**config.mk**
```make
export PLATFORM = sky130hd
export DESIGN_NAME = id_issue
export DESIGN_NICKNAME = d
export VERILOG_FILES = /design/src/rtl/id_issue.sv
export SDC_FILE = /design/constraint.sdc
export NUM_CORES = 1
export LEC_CHECK = 0
export CORE_MARGIN = 5
export CORE_UTILIZATION = 43
export CTS_BUF_LIST = sky130_fd_sc_hd__clkbuf_16
export DETAILED_ROUTE_END_ITERATION = 16
export PLACE_DENSITY_LB_ADDON = 0.1
export SLEW_MARGIN = 15
export SYNTH_ARGS = -nofsm -noshare
export SYNTH_HDL_FRONTEND = slang
export SYNTH_SLANG_ARGS = --single-unit
```
**constraint.sdc**
```tcl
create_clock -name clk -period 3.9 [get_ports clk]
set_clock_uncertainty 0.2 [all_clocks]
set_input_delay 0.78 -clock clk [delete_from_list [all_inputs] [get_ports clk]]
set_output_delay 0.78 -clock clk [all_outputs]
set_load 0.1 [all_outputs]
```
**src/rtl/id_issue.sv**
```systemverilog
// Decode-and-issue stage for RV32I integer-ALU instructions feeding the ex stage.
// Reads/forwards operands and holds the decoded result in a registered ID/EX slot.

package id_issue_pkg;

    localparam int AluSelBus  = 3;
    localparam int AluOpBus   = 8;
    localparam int RegBus     = 32;
    localparam int RegAddrBus = 5;

    localparam logic [AluSelBus-1:0] EXE_RES_NOP   = 3'b000;
    localparam logic [AluSelBus-1:0] EXE_RES_LOGIC = 3'b001;
    localparam logic [AluSelBus-1:0] EXE_RES_SHIFT = 3'b010;
    localparam logic [AluSelBus-1:0] EXE_RES_ARITH = 3'b100;

    localparam logic [AluOpBus-1:0] EXE_NOP_OP  = 8'h00;
    localparam logic [AluOpBus-1:0] EXE_ADD_OP  = 8'h20;
    localparam logic [AluOpBus-1:0] EXE_SUB_OP  = 8'h22;
    localparam logic [AluOpBus-1:0] EXE_SLT_OP  = 8'h2A;
    localparam logic [AluOpBus-1:0] EXE_SLTU_OP = 8'h2B;
    localparam logic [AluOpBus-1:0] EXE_AND_OP  = 8'h24;
    localparam logic [AluOpBus-1:0] EXE_OR_OP   = 8'h25;
    localparam logic [AluOpBus-1:0] EXE_XOR_OP  = 8'h26;
    localparam logic [AluOpBus-1:0] EXE_SLL_OP  = 8'h7C;
    localparam logic [AluOpBus-1:0] EXE_SRL_OP  = 8'h02;
    localparam logic [AluOpBus-1:0] EXE_SRA_OP  = 8'h03;

    localparam logic [6:0] OPC_OP     = 7'b0110011;
    localparam logic [6:0] OPC_OP_IMM = 7'b0010011;
    localparam logic [6:0] OPC_LUI    = 7'b0110111;
    localparam logic [6:0] OPC_AUIPC  = 7'b0010111;

    localparam logic [6:0] F7_BASE = 7'b0000000;
    localparam logic [6:0] F7_ALT  = 7'b0100000;

    typedef struct packed {
        logic                  valid;
        logic [AluSelBus-1:0]  sel;
        logic [AluOpBus-1:0]   op;
        logic [RegBus-1:0]     v1;
        logic [RegBus-1:0]     v2;
        logic [RegAddrBus-1:0] waddr;
        logic                  we;
        logic                  illegal;
    } slot_t;

endpackage

module id_issue
    import id_issue_pkg::*;
(
    input  logic                  clk,
    input  logic                  rst_n,
    input  logic                  inst_valid_i,
    input  logic [31:0]           inst_i,
    input  logic [31:0]           pc_i,
    output logic                  inst_ready_o,
    output logic [RegAddrBus-1:0] raddr1_o,
    output logic [RegAddrBus-1:0] raddr2_o,
    input  logic [RegBus-1:0]     rdata1_i,
    input  logic [RegBus-1:0]     rdata2_i,
    input  logic                  fwd_we_i,
    input  logic [RegAddrBus-1:0] fwd_waddr_i,
    input  logic [RegBus-1:0]     fwd_wdata_i,
    input  logic                  flush_i,
    input  logic                  ex_ready_i,
    output logic                  ex_valid_o,
    output logic [AluSelBus-1:0]  alusel_o,
    output logic [AluOpBus-1:0]   aluop_o,
    output logic [RegBus-1:0]     opv1_o,
    output logic [RegBus-1:0]     opv2_o,
    output logic [RegAddrBus-1:0] waddr_o,
    output logic                  we_o,
    output logic                  illegal_o
);

    localparam slot_t SLOT_BUBBLE = '0;

    logic [6:0]            opcode;
    logic [2:0]            funct3;
    logic [6:0]            funct7;
    logic [RegAddrBus-1:0] rd;
    logic [RegAddrBus-1:0] rs1;
    logic [RegAddrBus-1:0] rs2;
    logic [RegBus-1:0]     imm_i;
    logic [RegBus-1:0]     imm_u;
    logic [RegBus-1:0]     shamt;

    assign opcode = inst_i[6:0];
    assign rd     = inst_i[11:7];
    assign funct3 = inst_i[14:12];
    assign rs1    = inst_i[19:15];
    assign rs2    = inst_i[24:20];
    assign funct7 = inst_i[31:25];
    assign imm_i  = {{20{inst_i[31]}}, inst_i[31:20]};
    assign imm_u  = {inst_i[31:12], 12'b0};
    assign shamt  = {27'b0, inst_i[24:20]};

    assign raddr1_o = rs1;
    assign raddr2_o = rs2;

    // Forward only a result that ex is actually computing from a live slot.
    logic              fwd_live;
    logic [RegBus-1:0] rs1_val;
    logic [RegBus-1:0] rs2_val;

    assign fwd_live = ex_valid_o && fwd_we_i && (fwd_waddr_i != '0);
    assign rs1_val  = (rs1 == '0) ? '0 :
                      (fwd_live && fwd_waddr_i == rs1) ? fwd_wdata_i : rdata1_i;
    assign rs2_val  = (rs2 == '0) ? '0 :
                      (fwd_live && fwd_waddr_i == rs2) ? fwd_wdata_i : rdata2_i;

    logic                 dec_legal;
    logic [AluSelBus-1:0] dec_sel;
    logic [AluOpBus-1:0]  dec_op;
    logic [RegBus-1:0]    dec_v1;
    logic [RegBus-1:0]    dec_v2;

    always_comb begin
        // NOTE: every output of a combinational block gets a default first so no path can infer a latch.
        dec_legal = 1'b0;
        dec_sel   = EXE_RES_NOP;
        dec_op    = EXE_NOP_OP;
        dec_v1    = '0;
        dec_v2    = '0;

        case (opcode)
            OPC_OP, OPC_OP_IMM: begin
                dec_v1 = rs1_val;
                dec_v2 = (opcode == OPC_OP) ? rs2_val : imm_i;
                case (funct3)
                    3'b000: begin dec_sel = EXE_RES_ARITH; dec_op = EXE_ADD_OP;  end
                    3'b001: begin dec_sel = EXE_RES_SHIFT; dec_op = EXE_SLL_OP;  end
                    3'b010: begin dec_sel = EXE_RES_ARITH; dec_op = EXE_SLT_OP;  end
                    3'b011: begin dec_sel = EXE_RES_ARITH; dec_op = EXE_SLTU_OP; end
                    3'b100: begin dec_sel = EXE_RES_LOGIC; dec_op = EXE_XOR_OP;  end
                    3'b101: begin dec_sel = EXE_RES_SHIFT; dec_op = EXE_SRL_OP;  end
                    3'b110: begin dec_sel = EXE_RES_LOGIC; dec_op = EXE_OR_OP;   end
                    default: begin dec_sel = EXE_RES_LOGIC; dec_op = EXE_AND_OP; end
                endcase

                if (opcode == OPC_OP) begin
                    if (funct7 == F7_BASE) begin
                        dec_legal = 1'b1;
                    end else if (funct7 == F7_ALT && funct3 == 3'b000) begin
                        dec_legal = 1'b1;
                        dec_op    = EXE_SUB_OP;
                    end else if (funct7 == F7_ALT && funct3 == 3'b101) begin
                        dec_legal = 1'b1;
                        dec_op    = EXE_SRA_OP;
                    end
                end else begin
                    // Immediate shifts carry funct7 in the upper immediate bits.
                    if (funct3 == 3'b001) begin
                        dec_v2    = shamt;
                        dec_legal = (funct7 == F7_BASE);
                    end else if (funct3 == 3'b101) begin
                        dec_v2    = shamt;
                        dec_legal = (funct7 == F7_BASE) || (funct7 == F7_ALT);
                        if (funct7 == F7_ALT) begin
                            dec_op = EXE_SRA_OP;
                        end
                    end else begin
                        dec_legal = 1'b1;
                    end
                end
            end
            OPC_LUI: begin
                dec_legal = 1'b1;
                dec_sel   = EXE_RES_ARITH;
                dec_op    = EXE_ADD_OP;
                dec_v2    = imm_u;
            end
            OPC_AUIPC: begin
                dec_legal = 1'b1;
                dec_sel   = EXE_RES_ARITH;
                dec_op    = EXE_ADD_OP;
                dec_v1    = pc_i;
                dec_v2    = imm_u;
            end
            default: begin
                dec_legal = 1'b0;
            end
        endcase
    end

    logic  accept;
    slot_t slot_q;
    slot_t slot_d;

    assign inst_ready_o = flush_i | ~slot_q.valid | ex_ready_i;
    assign accept       = inst_valid_i & inst_ready_o;

    // A flush wins over everything; an accepted illegal word becomes a bubble plus pulse.
    always_comb begin
        slot_d         = slot_q;
        slot_d.illegal = 1'b0;
        if (flush_i) begin
            slot_d = SLOT_BUBBLE;
        end else if (accept && dec_legal) begin
            slot_d.valid   = 1'b1;
            slot_d.sel     = dec_sel;
            slot_d.op      = dec_op;
            slot_d.v1      = dec_v1;
            slot_d.v2      = dec_v2;
            slot_d.waddr   = rd;
            slot_d.we      = (rd != '0);
        end else if (accept) begin
            slot_d         = SLOT_BUBBLE;
            slot_d.illegal = 1'b1;
        end else if (ex_ready_i) begin
            slot_d = SLOT_BUBBLE;
        end
    end

    always_ff @(posedge clk or negedge rst_n) begin
        if (!rst_n) begin
            slot_q <= SLOT_BUBBLE;
        end else begin
            // NOTE: state registers use non-blocking assignment so every flop samples pre-edge values.
            slot_q <= slot_d;
        end
    end

    assign ex_valid_o = slot_q.valid;
    assign alusel_o   = slot_q.sel;
    assign aluop_o    = slot_q.op;
    assign opv1_o     = slot_q.v1;
    assign opv2_o     = slot_q.v2;
    assign waddr_o    = slot_q.waddr;
    assign we_o       = slot_q.we;
    assign illegal_o  = slot_q.illegal;

endmodule

```
### After elaboration in Yosys (flattened, before gate mapping)

Index checks and enable logic that the tools add are counted.

* bitwise operators: 4
* mux-type cells: 33
* equality and inequality tests: 13
* reductions and logical operators: 19

Operator list (number)
* $mux W32: 8
* $mux W83: 3
* $pmux W32 S2: 2
* $mux W82: 1
* $mux W8: 7
* $pmux W7 S7: 1
* $eq A7 B6 Y1 const B: 3
* $pmux W8 S2: 1
* $eq A7 B5 Y1 const B: 2
* $pmux W3 S2: 2
* $eq A5 B5 Y1: 2
* $logic_not A5 Y1: 2
* $reduce_bool A5 Y1: 2
* $eq A3 B3 Y1 const B: 3
* $logic_and A1 B1 Y1: 7
* $logic_not A7 Y1: 1
* $mux W1: 7
* $eq A3 B2 Y1 const B: 2
* $reduce_or A2 Y1: 3
* $reduce_bool A4 Y1: 1
* $eq A3 B1 Y1 const B: 1
* $logic_not A3 Y1: 1
* $reduce_or A3 Y1: 1
* $or A1 B1 Y1: 2
* 4 further kinds: 4

* output and inout port bits: 94
* register bits: 83

### Longest topological paths before layout

* word-level depth: 12
* depth in mapped cells: 7
* depth with buffers taken out: 5

### Worst setup path before layout

Ideal clock, no wire load.

* kind: reg2reg
* start point: register slot_q (netlist bit ex_valid_o)
* end point: register slot_q (netlist bit opv2_o[15])
* period minus slack after synthesis: 2840 ps
* arrival time: 2514 ps
* path slack: 1060 ps
* cell stages (with the launch flop): 7
* data required time: 3574 ps
* buffers on the path: 1
* cell sequence: dfrtp_1 > and2_1 > nand4_1 > nor4_2 > buf_2 > mux2_2 > a221o_1

* word-level cells in the longest chain between the ends: 12
* elaborated cells between the ends (all ways): 19

Ends and longest elaborated chain
* start: declaration: line 188 `slot_t slot_q;`
* start signal: assignment: line 221 `slot_q <= slot_d;`
* $logic_and A1 B1 Y1 (2 in series): line 107 `assign fwd_live = ex_valid_o && fwd_we_i && (fwd_waddr_i != '0);`
* $logic_and A1 B1 Y1: line 111 `(fwd_live && fwd_waddr_i == rs2) ? fwd_wdata_i : rdata2_i;`
* $mux W32: line 111
* $mux W32: line 110 `assign rs2_val = (rs2 == '0) ? '0 :`
* $mux W32: line 130 `dec_v2 = (opcode == OPC_OP) ? rs2_val : imm_i;`
* $mux W32: line 157 `end else if (funct3 == 3'b101) begin`
* $mux W32: line 154 `if (funct3 == 3'b001) begin`
* $mux W32: line 142 `if (opcode == OPC_OP) begin`
* $pmux W32 S2: line 127 `case (opcode)`
* $mux W82: line 200 `end else if (accept && dec_legal) begin`
* $mux W83: line 198 `if (flush_i) begin`

Several ways; a longest one is shown, not always the timed one.
A chain may end at the register's enable or synchronous reset.

### Worst setup path in the final report

* start point: input inst_i[15]
* end point: register slot_q (netlist bit opv1_o[17])

* word-level cells in the longest chain between the ends: 7
* elaborated cells between the ends (all ways): 8

Ends and longest elaborated chain
* start: declaration: line 55 `input logic [31:0] inst_i,`
* $eq A5 B5 Y1: line 109 `(fwd_live && fwd_waddr_i == rs1) ? fwd_wdata_i : rdata1_i;`
* $logic_and A1 B1 Y1: line 109
* $mux W32: line 109
* $mux W32 *: line 108 `assign rs1_val = (rs1 == '0) ? '0 :`
* $pmux W32 S2 *: line 127
* $mux W82 *: line 200
* $mux W83 *: line 198

Every way passes the cells marked *; elsewhere a longest branch is shown, timed or not.

==> summary.md <==
| Metric | Value |
|---|---|
| Status | `finished clean` |
| Tot GR Track Use | `28.8%` |
| Worst hold margin | `0.287 ns` |
| Core area | `10900 um^2` |
| Final Cycle Share | `84.7%` |
| GPL Wtd Cong | `0.880` |
| Critical Path Sink Type | `register` |
| Placed cell count | `889` |
| Pre-CTS setup slack | `0.310 ns` |
| Leakage | `0.00296 uW` |
| Non-Filler Instances | `905` |
| Number of synthesized flops with an enable pin | `0` |
| Unrepaired setup endpoints after global routing | `no` |
| Area Overhead vs Synth | `63.3%` |
| Syn_nets | `693` |
| Worst-Margin Slew | `1.11 ns` |
| Cells after Synth | `522` |
| Synth warn | `0` |
| Drt first pass iters | `5` |
| CP max FO | `22` |
| Antenna cells | `0` |
| Main synth FF type | `dfrtp_1` |
| Maxcap violations | `0` |
| Syn avg cell area | `9.30 um^2` |
| Clock tree root driver cell | `clkbuf_16` |
| Die area | `13500 um^2` |
| Largest net degree at the start of global routing | `82` |
| Slew HR | `25.6%` |
| Clock share of power | `43.9%` |
| Fin Setup TNS | `0 ns` |
| Global-route wire length before repair | `30300 um` |
| Clock tree from TritonCTS | `done` |
| Comb pwr share | `17.5%` |
| Routed WL per cell | `22.0 um` |
| Via count | `5402` |
| Layout net count | `932` |
| Cell area power density | `276 nW/um^2` |
| Sink Count | `81` |
| Int Power | `1660 uW` |
| Kind of critical path | `in2reg` |
| Initial Utilization | `44.4%` |
| Clk_lat worst skew | `0.33 ns` |
| Flop and latch count out of synthesis | `81` |
| Final slew viol count | `0` |
| Post-CTS resize count | `0` |
| Die Span Y | `116 um` |
| # DRC | `0` |
| Post-synthesis sequential area ratio | `41.8%` |
| Largest stage delay, worst path | `0.86 ns` |
| Setup-failing EPs final | `0` |
| I/O Pins | `265` |
| CTS H-Tree Depth | `3` |
| Number of CTS-inserted buffers | `9` |
| Port-buffer cells | `263` |
| HP Class | `in2async` |
| Worst Path Required | `3.94 ns` |
| Async set or reset register ratio after synthesis | `100%` |
| Vias in the first global route | `5536` |
| Final WL | `19900 um` |
| Mapped Area | `4850 um^2` |
| CTS Hold Buffers Added | `0` |
| Final hold vios | `0` |
| Slowest-stage cell, CP | `nor4_2` |
| Worst Path Buf+Inv | `2` |
| Dpl hpwl | `15200 um` |
| Clk slew on worst S/H paths | `0.06 ns` |
| Post-CTS Setup Repair Bufs | `0` |
| DR iter-0 viols | `475` |
| Sw Ratio | `24.3%` |
| Final setup margin | `0.596 ns` |
| Via density | `5.97` |
| Startpoint types | `input pin` |
| CP cell instances | `clkdlybuf4s50_1, xnor2_1, nand4_1, nor4_2, buf_4, nand3_1, a32oi_1` |
| Switching power | `530 uW` |
| Family with the most delay on the worst path | `simple AND/OR/NAND/NOR gates` |
| Antenna Nets Post-Route | `0` |
| Initial antenna violation count | `0` |
| Share of cells above drive strength 1 | `9.54%` |
| Critical Path AT | `3.34 ns` |
| Global route overflow | `0` |
| Fmax | `303 MHz` |
| Die X | `116 um` |
| Layout filler cell count | `834` |
| Post-synthesis cell type count | `53` |
| Crit path time final | `3.30 ns` |
| Maximum VDD drop | `223 uV` |
| Std cell rows | `38` |
| Seq pwr share | `38.6%` |
| Clock Path Buffers | `2` |
## path summary, 6_finish.rpt
kind,end,from,depth (start not counted),slack [ns]
worst min register to register,waddr_o[1],waddr_o[1],2,0.29
min in group clk,waddr_o[1],waddr_o[1],2,0.29
worst max-delay path,opv1_o[17],inst_i[15],7,0.60
max in group asynchronous,waddr_o[3],rst_n,1,2.68
worst max register to register,opv1_o[17],ex_valid_o,6,1.12
worst min-delay path,aluop_o[4],rst_n,1,0.29
## power by group through the flow
stage	Clock (uW)	Sequential, uW	Combinational [uW]
after floorplan	0	873	117
after global placement	0	859	376
after detailed placement	0	859	379
after CTS	973	843	381
after global routing	1010	843	403
final	961	843	382
## synthesized netlist by cell type, drive strengths merged, types with 2 or more instances
master  instances  area share, %
dfrtp          81             42
nand2          66            5.1
nand3          64            6.6
a21boi         33            5.1
a32oi          33            6.0
clkbuf         33            2.6
a21oi          24            2.6
buf            23            3.5
o21ai          23            2.4
mux2i          18            3.7
a221o          14            2.9
mux2           14            3.2
a22oi          11            1.7
nor2           10           0.77
inv             8           0.62
xnor2           7            1.3
o221ai          6            1.1
a22o            5           0.90
xor2            5           0.90
nor2b           4           0.52
nor3            4           0.52
nor4            4           0.95
or4             4           0.70
a31oi           3           0.39
nand4           3           0.39
nor3b           3           0.46
and2            2           0.26
nand2b          2           0.26
nand4b          2           0.36
o31ai           2           0.31
## per-stage QoR
| step | utilization [%] | area, um^2 | total power (uW) |
|---|---|---|---|
| after floorplan | - | 4850 | 991 |
| after global placement | 69.1 | 7560 | 1230 |
| after detailed placement | 69.1 | 7560 | 1240 |
| after CTS | 72.2 | 7890 | 2200 |
| after global routing | 72.4 | 7920 | 2260 |
| final | 72.4 | 7920 | 2190 |
## registers in the layout (all words and copies together), names as in the netlist
register	cells
waddr_o	5
aluop_o	6
we_o	1
opv2_o	32
opv1_o	32
illegal_o	1
alusel_o	3
ex_valid_o	1
## layer usage
layer / track usage [%] / routed length [um] / up-vias
met3: 6.17 / 2000 / 41
met4: 11.7 / 657 / 0
met5: 0 / 0 / -
li1: - / - / 2430
met1: 36.4 / 7580 / 2582
met2: 48.1 / 9670 / 349
## logic make-up (layout without fill, tap and decap cells)
group                     Yosys count  count (layout)  share of synthesized area, %
and+or+nand+nor                   172             172                          17.5
AOI/OAI and AO/OA                 160             160                          24.9
DFF                                81              81                          41.8
buffers and inverters              64             307                          6.70
muxes                              32              32                          6.96
xor gates and xnor gates           12              12                          2.17
other                               1               1                        0.0773
## area by class of cell
class | count | area (um^2) | area share, %
tap | 140 | 175 | 2.21
clock inverter | 6 | 108 | 1.36
sequential | 81 | 2030 | 25.6
multi-input combinational | 377 | 2550 | 32.2
clock buffer | 9 | 225 | 2.84
inverter | 8 | 30.0 | 0.379
timing repair buffer | 284 | 2810 | 35.5
## cells in the final DEF, fill, tap and decap left out, types with 5 or more instances in the layout
cell / n
nor2_1: 10
a22o_1: 5
mux2i_1: 18
clkdlybuf4s50_1: 251
a221o_1: 14
mux2_2: 13
o221ai_1: 6
nand2_1: 66
dfrtp_1: 81
xor2_1: 5
nand3_1: 64
clkbuf_16: 9
inv_1: 8
o21ai_0: 15
a21boi_0: 32
a22oi_1: 11
buf_4: 29
a32oi_1: 33
a21oi_1: 22
xnor2_1: 7
o21ai_1: 8
(Power assumes the default switching activity.)
